==> src/rtl/keyed_tx_pkg.sv <==
// Shared types and board-level defaults for the keyed NCO transmitter.
// Default cycle counts assume the 27 MHz Tang board clock.
package keyed_tx_pkg;

  typedef enum logic [1:0] {
    IDLE  = 2'd0,
    KEYED = 2'd1,
    HANG  = 2'd2,
    DRAIN = 2'd3
  } tx_state_e;

  localparam int unsigned CLK_HZ      = 27_000_000;
  localparam int unsigned DEBOUNCE_MS = 10;
  localparam int unsigned HANG_MS     = 100;

  localparam int unsigned DEF_DEBOUNCE_CYC = (CLK_HZ / 1000) * DEBOUNCE_MS;
  localparam int unsigned DEF_HANG_CYC     = (CLK_HZ / 1000) * HANG_MS;
  localparam int unsigned DEF_BLINK_HALF   = 8_388_608;

  // Width of a counter that must hold 0..n-1 (at least one bit).
  function automatic int unsigned cnt_w(input int unsigned n);
    return (n < 2) ? 1 : $clog2(n);
  endfunction

endpackage

==> src/rtl/key_debounce.sv <==
// Two-flop synchroniser plus stability counter for a raw board key.
// The accepted level only flips after DEBOUNCE_CYC consecutive differing samples.
module key_debounce
  import keyed_tx_pkg::*;
#(
  parameter int unsigned DEBOUNCE_CYC = DEF_DEBOUNCE_CYC,
  parameter logic        RESET_LEVEL  = 1'b1
) (
  input  logic i_clk,
  input  logic i_rst,
  input  logic i_key,
  output logic o_level
);

  localparam int unsigned     CW       = cnt_w(DEBOUNCE_CYC);
  localparam logic [CW-1:0]   CNT_LAST = CW'(DEBOUNCE_CYC - 1);

  logic          r_sync1;
  logic          r_sync2;
  logic          r_level;
  logic [CW-1:0] r_cnt;

  always_ff @(posedge i_clk) begin
    if (i_rst) begin
      r_sync1 <= RESET_LEVEL;
      r_sync2 <= RESET_LEVEL;
      r_level <= RESET_LEVEL;
      r_cnt   <= '0;
    end else begin
      r_sync1 <= i_key;
      r_sync2 <= r_sync1;
      if (r_sync2 == r_level) begin
        r_cnt <= '0;
      end else if (r_cnt == CNT_LAST) begin
        r_level <= ~r_level;
        r_cnt   <= '0;
      end else begin
        r_cnt <= r_cnt + 1'b1;
      end
    end
  end

  assign o_level = r_level;

endmodule

==> src/rtl/keyed_nco_tx.sv <==
// Keyed NCO square-wave transmitter: debounced key gates a phase-accumulator
// carrier with hang time, runt-free drain, shadowed retuning and a status blinker.
module keyed_nco_tx
  import keyed_tx_pkg::*;
#(
  parameter int unsigned       ACC_W        = 32,
  parameter logic [ACC_W-1:0]  RESET_TUNE   = {1'b1, {(ACC_W-1){1'b0}}},
  parameter int unsigned       DEBOUNCE_CYC = DEF_DEBOUNCE_CYC,
  parameter int unsigned       HANG_CYC     = DEF_HANG_CYC,
  parameter int unsigned       BLINK_HALF   = DEF_BLINK_HALF
) (
  input  logic             clk_27MHz,
  input  logic             rst,
  input  logic             key,
  input  logic [ACC_W-1:0] tune_word,
  input  logic             tune_load,
  output logic             tx_out,
  output logic             tx_active,
  output logic             key_led,
  output logic             status_led
);

  localparam int unsigned   HW         = cnt_w(HANG_CYC);
  localparam logic [HW-1:0] HANG_LAST  = HW'(HANG_CYC - 1);
  localparam int unsigned   BW         = cnt_w(BLINK_HALF);
  localparam logic [BW-1:0] BLINK_LAST = BW'(BLINK_HALF - 1);

  logic             w_key_level;
  logic             w_pressed;
  logic [ACC_W:0]   w_sum;
  logic             w_carry;
  logic             w_apply;

  tx_state_e        r_state;
  logic [ACC_W-1:0] r_acc;
  logic [ACC_W-1:0] r_tune;
  logic [ACC_W-1:0] r_pend;
  logic             r_pend_v;
  logic [HW-1:0]    r_hang_cnt;
  logic [BW-1:0]    r_blink_cnt;
  logic             r_tx_out;
  logic             r_tx_active;
  logic             r_status;

  key_debounce #(
    .DEBOUNCE_CYC (DEBOUNCE_CYC),
    .RESET_LEVEL  (1'b1)
  ) u_key_debounce (
    .i_clk   (clk_27MHz),
    .i_rst   (rst),
    .i_key   (key),
    .o_level (w_key_level)
  );

  assign w_pressed = ~w_key_level;

  // Retuning only lands on a carry-out so the running period always completes.
  assign w_sum   = {1'b0, r_acc} + {1'b0, r_tune};
  assign w_carry = (r_state != IDLE) && w_sum[ACC_W];
  assign w_apply = r_pend_v && ((r_state == IDLE) || w_carry);

  always_ff @(posedge clk_27MHz) begin
    if (rst) begin
      r_state     <= IDLE;
      r_acc       <= '0;
      r_hang_cnt  <= '0;
      r_tx_out    <= 1'b0;
      r_tx_active <= 1'b0;
    end else begin
      r_acc    <= (r_state == IDLE) ? '0 : w_sum[ACC_W-1:0];
      r_tx_out <= (r_state == IDLE) ? 1'b0 : w_sum[ACC_W-1];
      case (r_state)
        IDLE: begin
          if (w_pressed) begin
            r_state     <= KEYED;
            r_tx_active <= 1'b1;
          end
        end
        KEYED: begin
          if (!w_pressed) begin
            r_state    <= HANG;
            r_hang_cnt <= '0;
          end
        end
        HANG: begin
          if (w_pressed) begin
            r_state <= KEYED;
          end else if (r_hang_cnt == HANG_LAST) begin
            r_state <= DRAIN;
          end else begin
            r_hang_cnt <= r_hang_cnt + 1'b1;
          end
        end
        DRAIN: begin
          // Leave only once the next phase is in the low half: no truncated high pulse.
          if (w_pressed) begin
            r_state <= KEYED;
          end else if (!w_sum[ACC_W-1]) begin
            r_state     <= IDLE;
            r_tx_active <= 1'b0;
          end
        end
        default: r_state <= IDLE;
      endcase
    end
  end

  always_ff @(posedge clk_27MHz) begin
    if (rst) begin
      r_tune   <= RESET_TUNE;
      r_pend   <= '0;
      r_pend_v <= 1'b0;
    end else begin
      if (w_apply) begin
        r_tune <= r_pend;
      end
      if (tune_load) begin
        r_pend   <= tune_word;
        r_pend_v <= 1'b1;
      end else if (w_apply) begin
        r_pend_v <= 1'b0;
      end
    end
  end

  always_ff @(posedge clk_27MHz) begin
    if (rst) begin
      r_blink_cnt <= '0;
      r_status    <= 1'b0;
    end else if (r_blink_cnt == BLINK_LAST) begin
      r_blink_cnt <= '0;
      r_status    <= ~r_status;
    end else begin
      r_blink_cnt <= r_blink_cnt + 1'b1;
    end
  end

  assign tx_out     = r_tx_out;
  assign tx_active  = r_tx_active;
  assign key_led    = w_key_level;
  assign status_led = r_status;

endmodule
==> config.mk <==
export PLATFORM = sky130hd
export DESIGN_NAME = keyed_nco_tx
export DESIGN_NICKNAME = d
export VERILOG_FILES = /design/src/rtl/keyed_tx_pkg.sv /design/src/rtl/key_debounce.sv /design/src/rtl/keyed_nco_tx.sv
export SDC_FILE = /design/constraint.sdc
export NUM_CORES = 1
export LEC_CHECK = 0
export CORE_MARGIN = 10
export CORE_UTILIZATION = 60
export DETAILED_ROUTE_END_ITERATION = 10
export PLACE_DENSITY = 0.89
export SLEW_MARGIN = 25
export SYNTH_ARGS = -nofsm -noshare
export SYNTH_HDL_FRONTEND = slang
export SYNTH_HIERARCHICAL = 1
export SYNTH_SLANG_ARGS = --single-unit
export TNS_END_PERCENT = 5
==> constraint.sdc <==
create_clock -name clk_27MHz -period 2.7 [get_ports clk_27MHz]
set_input_delay 0.27 -clock clk_27MHz [delete_from_list [all_inputs] [get_ports clk_27MHz]]
set_output_delay 0.27 -clock clk_27MHz [all_outputs]
set_load 0.02 [all_outputs]
==> impl_metrics.tcl, run 1 <==
set metrics [dict create \
    crit_path_end_kind "flop" \
    rsz_0062_raised_after_global_routing "true" \
    async_reset_ff_share_pct 0 \
    fin_util_pct 70.01 \
    leakage_nw 3.606 \
    antenna-diode-count 0 \
    grt_start_max_net_pins 56 \
    final_critical_path_setup_slack_ns 0.1231 \
    number_of_top_level_pins 40 \
    max_slew_headroom_pct 47.66 \
    post_dr_vias_cell 5.711 \
    die_y_um 136.9 \
    path_buf_inv 0 \
    dp_worst_setup_slack_ns 0.07200 \
    synthesis.yosys.warnings 6 \
    syn-cell-area_mm2 0.008199 \
    ant_nets 0 \
    grt_pass1_vias 6433 \
    critPathMaxStageDelay_ns 0.40 \
    insertion_delay_ns 0.44 \
    gr-usage-all-layers_pct 18.54 \
    critPathLaunchType "flop" \
    power.switching_mw 1.196 \
    worst_path_max_delay_cell "sky130_fd_sc_hd__a221o_1" \
    timing.critical_path.required_ns 3.04 \
    worstMarginPinSlew_ns 0.7851 \
    power.internal_mw 3.958 \
    critical_path_depth 8 \
    drc 0 \
    power_density_mw_per_mm2 553.8 \
    critical_path_peak_fanout 5 \
    postSynthCellCount 917 \
    cts_tree "built" \
    crit_chain "ha_1 > nand3_2 > a211oi_4 > o211ai_1 > a311oi_2 > o21ai_1 > a221o_1 > a311oi_1" \
    p_clk_share_pct 45.1 \
    r2r.worst_path.cells 8 \
    peakVddDrop_mv 0.5167 \
    dr_total_vias 6482 \
    synth_edf_count 0 \
    antenna_found_initial 0 \
    ys_seq_area_share_pct 41.02 \
    std_cell_rows 42 \
    timing.reg2reg.setup_slack_ns 0.12 \
    clkTransAtPathRegs_ns 0.07 \
    io_buffers 39 \
    global_route.overflow_total 0 \
    synth_seq_cells 168 \
    crit_path_end "r_state[1]$_SDFFE_PP0P_" \
    status "completed" \
    power_frac_comb_pct 5.2 \
    floorplan.core_area_mm2 0.01330 \
    dr.first_iter.drc_count 512 \
    globalplace.congestion 0.9120 \
    period_share_pct 95.44 \
    max_freq_mhz 388.1 \
    hpwlAfterDp_um 11380 \
    yosys.cell_types.count 63 \
    register_share_of_total_power_pct 49.6 \
    final_net_count 1018 \
    skew_ns 0.01303 \
    synth.net_count 989 \
    signal_arrival_time_at_the_worst_endpoint_ns 2.92 \
    period_needed_ns 2.577 \
    holdPathStages 2 \
    post-cts-setup-buffers 0 \
    cell_type_group_with_the_largest_total_delay_on_the_critical_path "compound AO/OA/AOI/OAI gates" \
    worst_r2r_endpoint "r_state[1]$_SDFFE_PP0P_" \
    timing.max_cap.violations 0 \
    hold_viol_final 0 \
    min_path_type "primary input to flop" \
    fin_worst_hold_slack_ns 0.08324 \
    layout-area-overhead-vs-synth_pct 13.52 \
    grt_first_pass_wirelength_um 28800 \
    timing.final.setup_violations 0 \
    syn-mean-instance-area_um2 8.941 \
    die_footprint_mm2 0.01874 \
    start_util_pct 61.67 \
    drt_pass1_iterations 5 \
    routed_wirelength_um 16820 \
    die_w_um 136.9 \
    power.share.switching_pct 23.21 \
    clockBufferDepth 2 \
    cts-htree-levels 4 \
    report.final.slew_viol_count 0 \
    synth_top_flop_cell "sky130_fd_sc_hd__dfxtp_1" \
    clock_sink_count 168 \
    crit_path_start "r_tune[6]$_SDFFE_PP0P_" \
    setup.worst_path.class "flop to flop" \
    tritoncts.num_buffers 17 \
    wire_per_inst_um 14.82 \
    cts_root_buf "sky130_fd_sc_hd__clkbuf_16" \
    hp-start "rst" \
    worstReg2RegStart "r_tune[6]$_SDFFE_PP0P_" \
    drive_above_1_share_pct 6.569 \
]
-- per-layer routing --
metal / track usage (%) / wire length [um]
met1: 21.25 / 7405
met2: 32.16 / 8346
met3: 4.472 / 698
met4: 8.080 / 366
met5: 0 / 0
-- cell usage after synthesis (all sizes together) (3+ instances only) --
cell type	n	area [um2]
dfxtp	168	3363
nor2	146	548.0
nand2b	68	425.4
mux2i	65	650.6
xnor2	41	359.1
a21oi	35	178.9
ha	35	437.9
nand2	34	127.6
nand3	34	175.2
xor2	34	297.8
inv	30	112.6
clkbuf	28	105.1
nand4	22	152.7
o21ai	20	103.9
nor3	19	95.09
a21o	14	105.1
and3	14	87.58
buf	11	87.58
a31oi	10	62.56
and2	8	52.55
nor4	8	50.05
or3	7	48.80
and4	5	43.79
nor4b	5	43.79
o21a	5	37.54
o22ai	5	45.04
o211ai	4	30.03
or2	4	25.02
or4	4	33.78
a311oi	3	32.53
nor3b	3	22.52
o31ai	3	22.52
-- what timing repair did --
item	in CTS	in global routing
endpoints found under the setup margin	0	37
gates resized for setup	0	6
hold buffers	0	0
-- state kept, by name (all words and copies together), names as in the netlist, 2 cells and up --
| register | count |
|---|---|
| r_acc | 31 |
| r_tune | 32 |
| r_blink_cnt | 23 |
| r_state | 2 |
| r_hang_cnt | 22 |
| r_pend | 32 |
| u_key_debounce/r_cnt | 19 |
-- cell type report --
class / instances / area, um2
Fill cell: 983 / 3988
Tap cell: 176 / 220.2
Timing Repair Buffer: 49 / 484.2
Inverter: 30 / 112.6
Sequential cell: 168 / 3363
Multi-Input combinational cell: 680 / 4558
Clock buffer: 18 / 429.2
Clock inverter: 14 / 140.1
-- power groups by stage --
stage / Clock, mW / Combinational (mW) / Sequential [mW]
final: 2.33 / 0.270 / 2.56
after global routing: 2.48 / 0.299 / 2.56
after CTS: 2.36 / 0.273 / 2.56
after detailed placement: 0 / 0.270 / 2.61
after global placement: 0 / 0.262 / 2.61
after floorplan: 0 / 0.188 / 2.60
-- per-stage QoR --
stage	total power, mW	TNS, ns	instances	instance area (um2)
floorplan	2.791	0	917	8199
global placement	2.872	0	1103	8707
detailed placement	2.883	0	1103	8707
CTS	5.193	0	1135	9276
global route	5.338	-0.04204	1135	9308
finish	5.154	0	1135	9308
-- worst min path at each step --
stage	to
2_1_floorplan	u_key_debounce/r_cnt[2]$_SDFF_PP0_
3_3_place_gp	u_key_debounce/r_sync2$_SDFF_PP1_
3_5_place_dp	u_key_debounce/r_sync2$_SDFF_PP1_
4_1_cts	r_hang_cnt[1]$_SDFFE_PP0P_
5_1_grt	r_hang_cnt[1]$_SDFFE_PP0P_
6_report	r_hang_cnt[1]$_SDFFE_PP0P_
-- cells in the final DEF (no fill, tap or decap), types with 14 or more instances in the layout --
cell type                         count
sky130_fd_sc_hd__nor2_1             146
sky130_fd_sc_hd__nor3_1              19
sky130_fd_sc_hd__clkdlybuf4s50_1     37
sky130_fd_sc_hd__mux2i_1             65
sky130_fd_sc_hd__a21o_1              14
sky130_fd_sc_hd__xnor2_1             41
sky130_fd_sc_hd__nand2_1             34
sky130_fd_sc_hd__xor2_1              34
sky130_fd_sc_hd__nand2b_1            68
sky130_fd_sc_hd__inv_1               30
sky130_fd_sc_hd__dfxtp_1            168
sky130_fd_sc_hd__ha_1                35
sky130_fd_sc_hd__nand4_1             21
sky130_fd_sc_hd__o21ai_0             18
sky130_fd_sc_hd__clkbuf_16           17
sky130_fd_sc_hd__nand3_1             33
sky130_fd_sc_hd__a21oi_1             32
sky130_fd_sc_hd__and3_1              14
-- kinds of logic (layout without fill, tap and decap cells) --
group,Yosys count,in the layout,share of synthesized area [%]
AND/OR/NAND/NOR,384,384,23.82
flip-flops,168,168,41.02
AO/OA/AOI/OAI,120,120,9.904
XOR/XNOR,75,75,8.012
buffers and inverters,69,111,3.723
multiplexers,65,65,7.935
adder cells (fa/ha/maj),36,36,5.585
No activity file was read; power rests on OpenSTA's default activity.
==> run 2: changes to the inputs <==
GPL_TIMING_DRIVEN = 0   (was default)
==> impl_metrics.tcl, run 2 (synthesis gave the netlist of run 1 again) <==
set metrics [dict create \
    status "completed" \
    final_net_count 1050 \
    report.final.slew_viol_count 0 \
    timing.reg2reg.setup_slack_ns 0.11 \
    drc 0 \
    antenna-diode-count 0 \
    insertion_delay_ns 0.44 \
    placed_cell_area_mm2 0.008800 \
    grt_pass1_vias 6645 \
    routed_wirelength_um 17550 \
    timing.max_cap.violations 0 \
    min_path_type "primary input to flop" \
    critPathLaunchType "flop" \
    holdBufCountCts 0 \
    wire_per_inst_um 15.04 \
    clockBufferDepth 2 \
    cts_root_buf "sky130_fd_sc_hd__clkbuf_16" \
    drt_pass1_iterations 5 \
    finalInstanceArea_mm2 0.009489 \
    global_route.overflow_total 0 \
    multi_input_gate_area_mm2 0.004579 \
    most-common-layout-cells "sky130_fd_sc_hd__dfxtp_1, sky130_fd_sc_hd__nor2_1, sky130_fd_sc_hd__nand2b_1, sky130_fd_sc_hd__mux2i_1, sky130_fd_sc_hd__xnor2_1" \
    die_y_um 136.9 \
    layout.filler_cells 984 \
    worst_path_max_delay_cell "sky130_fd_sc_hd__fa_1" \
    hold_viol_final 0 \
    dr.first_iter.drc_count 454 \
    routedLengthMet1_um 7448 \
    signal_arrival_time_at_the_worst_endpoint_ns 2.95 \
    number_of_top_level_pins 40 \
    top_layer "met4" \
    period_needed_ns 2.590 \
    period_share_pct 95.91 \
    post_dr_vias_cell 5.692 \
    worstMarginPinSlew_ns 0.8617 \
    skew_ns 0.008124 \
    cts_tree "built" \
    grt_first_pass_wirelength_um 29980 \
    hpwlAfterDp_um 12040 \
    gr-usage-all-layers_pct 19.46 \
    drive_above_1_share_pct 6.862 \
    critical_path_peak_fanout 10 \
    floorplan.core_area_mm2 0.01330 \
    path_buf_inv 2 \
    critPathMaxStageDelay_ns 0.41 \
    dr_total_vias 6642 \
    routed-wl-met2_um 8789 \
    crit_chain "ha_1 > fa_1 > a21oi_1 > nor4b_2 > a211oi_2 > buf_4 > o32a_1 > and2_4 > o22ai_4 > buf_8 > mux2i_1" \
    antenna_found_initial 0 \
    die_footprint_mm2 0.01874 \
    globalplace.congestion 0.9060 \
    io_buffers 38 \
    wl_met3_um 960 \
    layout-area-overhead-vs-synth_pct 15.73 \
    clkTransAtPathRegs_ns 0.07 \
    max_slew_headroom_pct 42.55 \
    cts-htree-levels 4 \
    clock_sink_count 168 \
    crit_path_end_kind "flop" \
    std_cell_rows 42 \
    peakVddDrop_mv 0.4663 \
    power_density_mw_per_mm2 566.7 \
    timing.final.setup_violations 0 \
    largestRegisters "r_pend: 32 flops, r_tune: 32 flops, r_acc: 31 flops" \
    timing.critical_path.required_ns 3.06 \
    grt_start_max_net_pins 17 \
    leakage_nw 3.678 \
    max_freq_mhz 386.2 \
    die_w_um 136.9 \
    sequential_cell_area_mm2 0.003363 \
    fin_util_pct 71.37 \
    cell_type_group_with_the_largest_total_delay_on_the_critical_path "compound AO/OA/AOI/OAI gates" \
    ant_nets 0 \
    layout.cells.most_common "sky130_fd_sc_hd__dfxtp_1" \
    start_util_pct 61.67 \
    setup.worst_path.class "flop to flop" \
    tritoncts.num_buffers 17 \
]
run 2: changes by cell type in the layout (fill, tap and decap cells not counted), moves of 3 or more:
| cell | previous run | this run |
|---|---|---|
| sky130_fd_sc_hd__inv_6 | 3 | 7 |
| sky130_fd_sc_hd__clkinvlp_4 | 4 | 1 |
| sky130_fd_sc_hd__ha_1 | 35 | 32 |
| sky130_fd_sc_hd__ha_2 | 0 | 3 |
| sky130_fd_sc_hd__buf_8 | 0 | 3 |
| sky130_fd_sc_hd__clkbuf_1 | 1 | 28 |
run 2: per-layer routing:
metal	GRT usage, %	up-vias
li1	-	3293
met1	22.08	3138
met2	33.85	174
met3	5.352	37
met4	7.845	0
met5	0	-
run 2: cell type report:
type	count	share of cell area [%]
plain buffers	39	2.031
clock buffers	19	4.773
clock inverters	13	1.661
inverters	30	1.187
multi-input cells	680	48.26
flip-flops and latches	168	35.44
well taps	176	2.321
repair buffers	42	4.325
run 2: report_power, final:
part	switching, mW	leakage [nW]	internal, mW
sequential	0.0284	1.36	2.53
combinational	0.141	2.02	0.147
clock	1.09	0.298	1.44
run 2: timing repair:
| item | CTS | global route |
|---|---|---|
| endpoints found under the hold margin | 0 | 0 |
| resized for setup | 0 | 9 |
| setup endpoints to repair | 0 | 40 |
| buffers inserted | 0 | 4 |
run 2: metrics by stage:
| step | std cells | worst slack [ns] | power (mW) | hold WS (ns) | setup TNS, ns |
|---|---|---|---|---|---|
| after floorplan | 917 | 0.3670 | 2.791 | 0.3474 | 0 |
| after global placement | 1131 | -0.07148 | 2.886 | 0.3906 | -1.158 |
| after detailed placement | 1131 | -0.08753 | 2.895 | 0.3977 | -1.804 |
| after CTS | 1163 | 0.03029 | 5.405 | 0.3149 | 0 |
| after global routing | 1167 | -0.06315 | 5.526 | 0.3591 | -0.08098 |
| final | 1167 | 0.1104 | 5.377 | 0.3241 | 0 |
run 2: worst min-delay path: stages:
cell	delay, ns
sky130_fd_sc_hd__clkbuf_1	0.22
sky130_fd_sc_hd__mux2i_1	0.17
sky130_fd_sc_hd__nor2_1	0.07
run 2: path summary, 6_finish.rpt:
check,endpoint,cells after the start,from
max,r_tune[20]$_SDFFE_PP0P_,11,r_tune[0]$_SDFFE_PP0P_
min,r_pend[1]$_SDFFE_PP0P_,3,tune_load
max reg2reg,r_tune[20]$_SDFFE_PP0P_,11,r_tune[0]$_SDFFE_PP0P_
min reg2reg,u_key_debounce/r_sync2$_SDFF_PP1_,1,u_key_debounce/r_sync1$_SDFF_PP1_
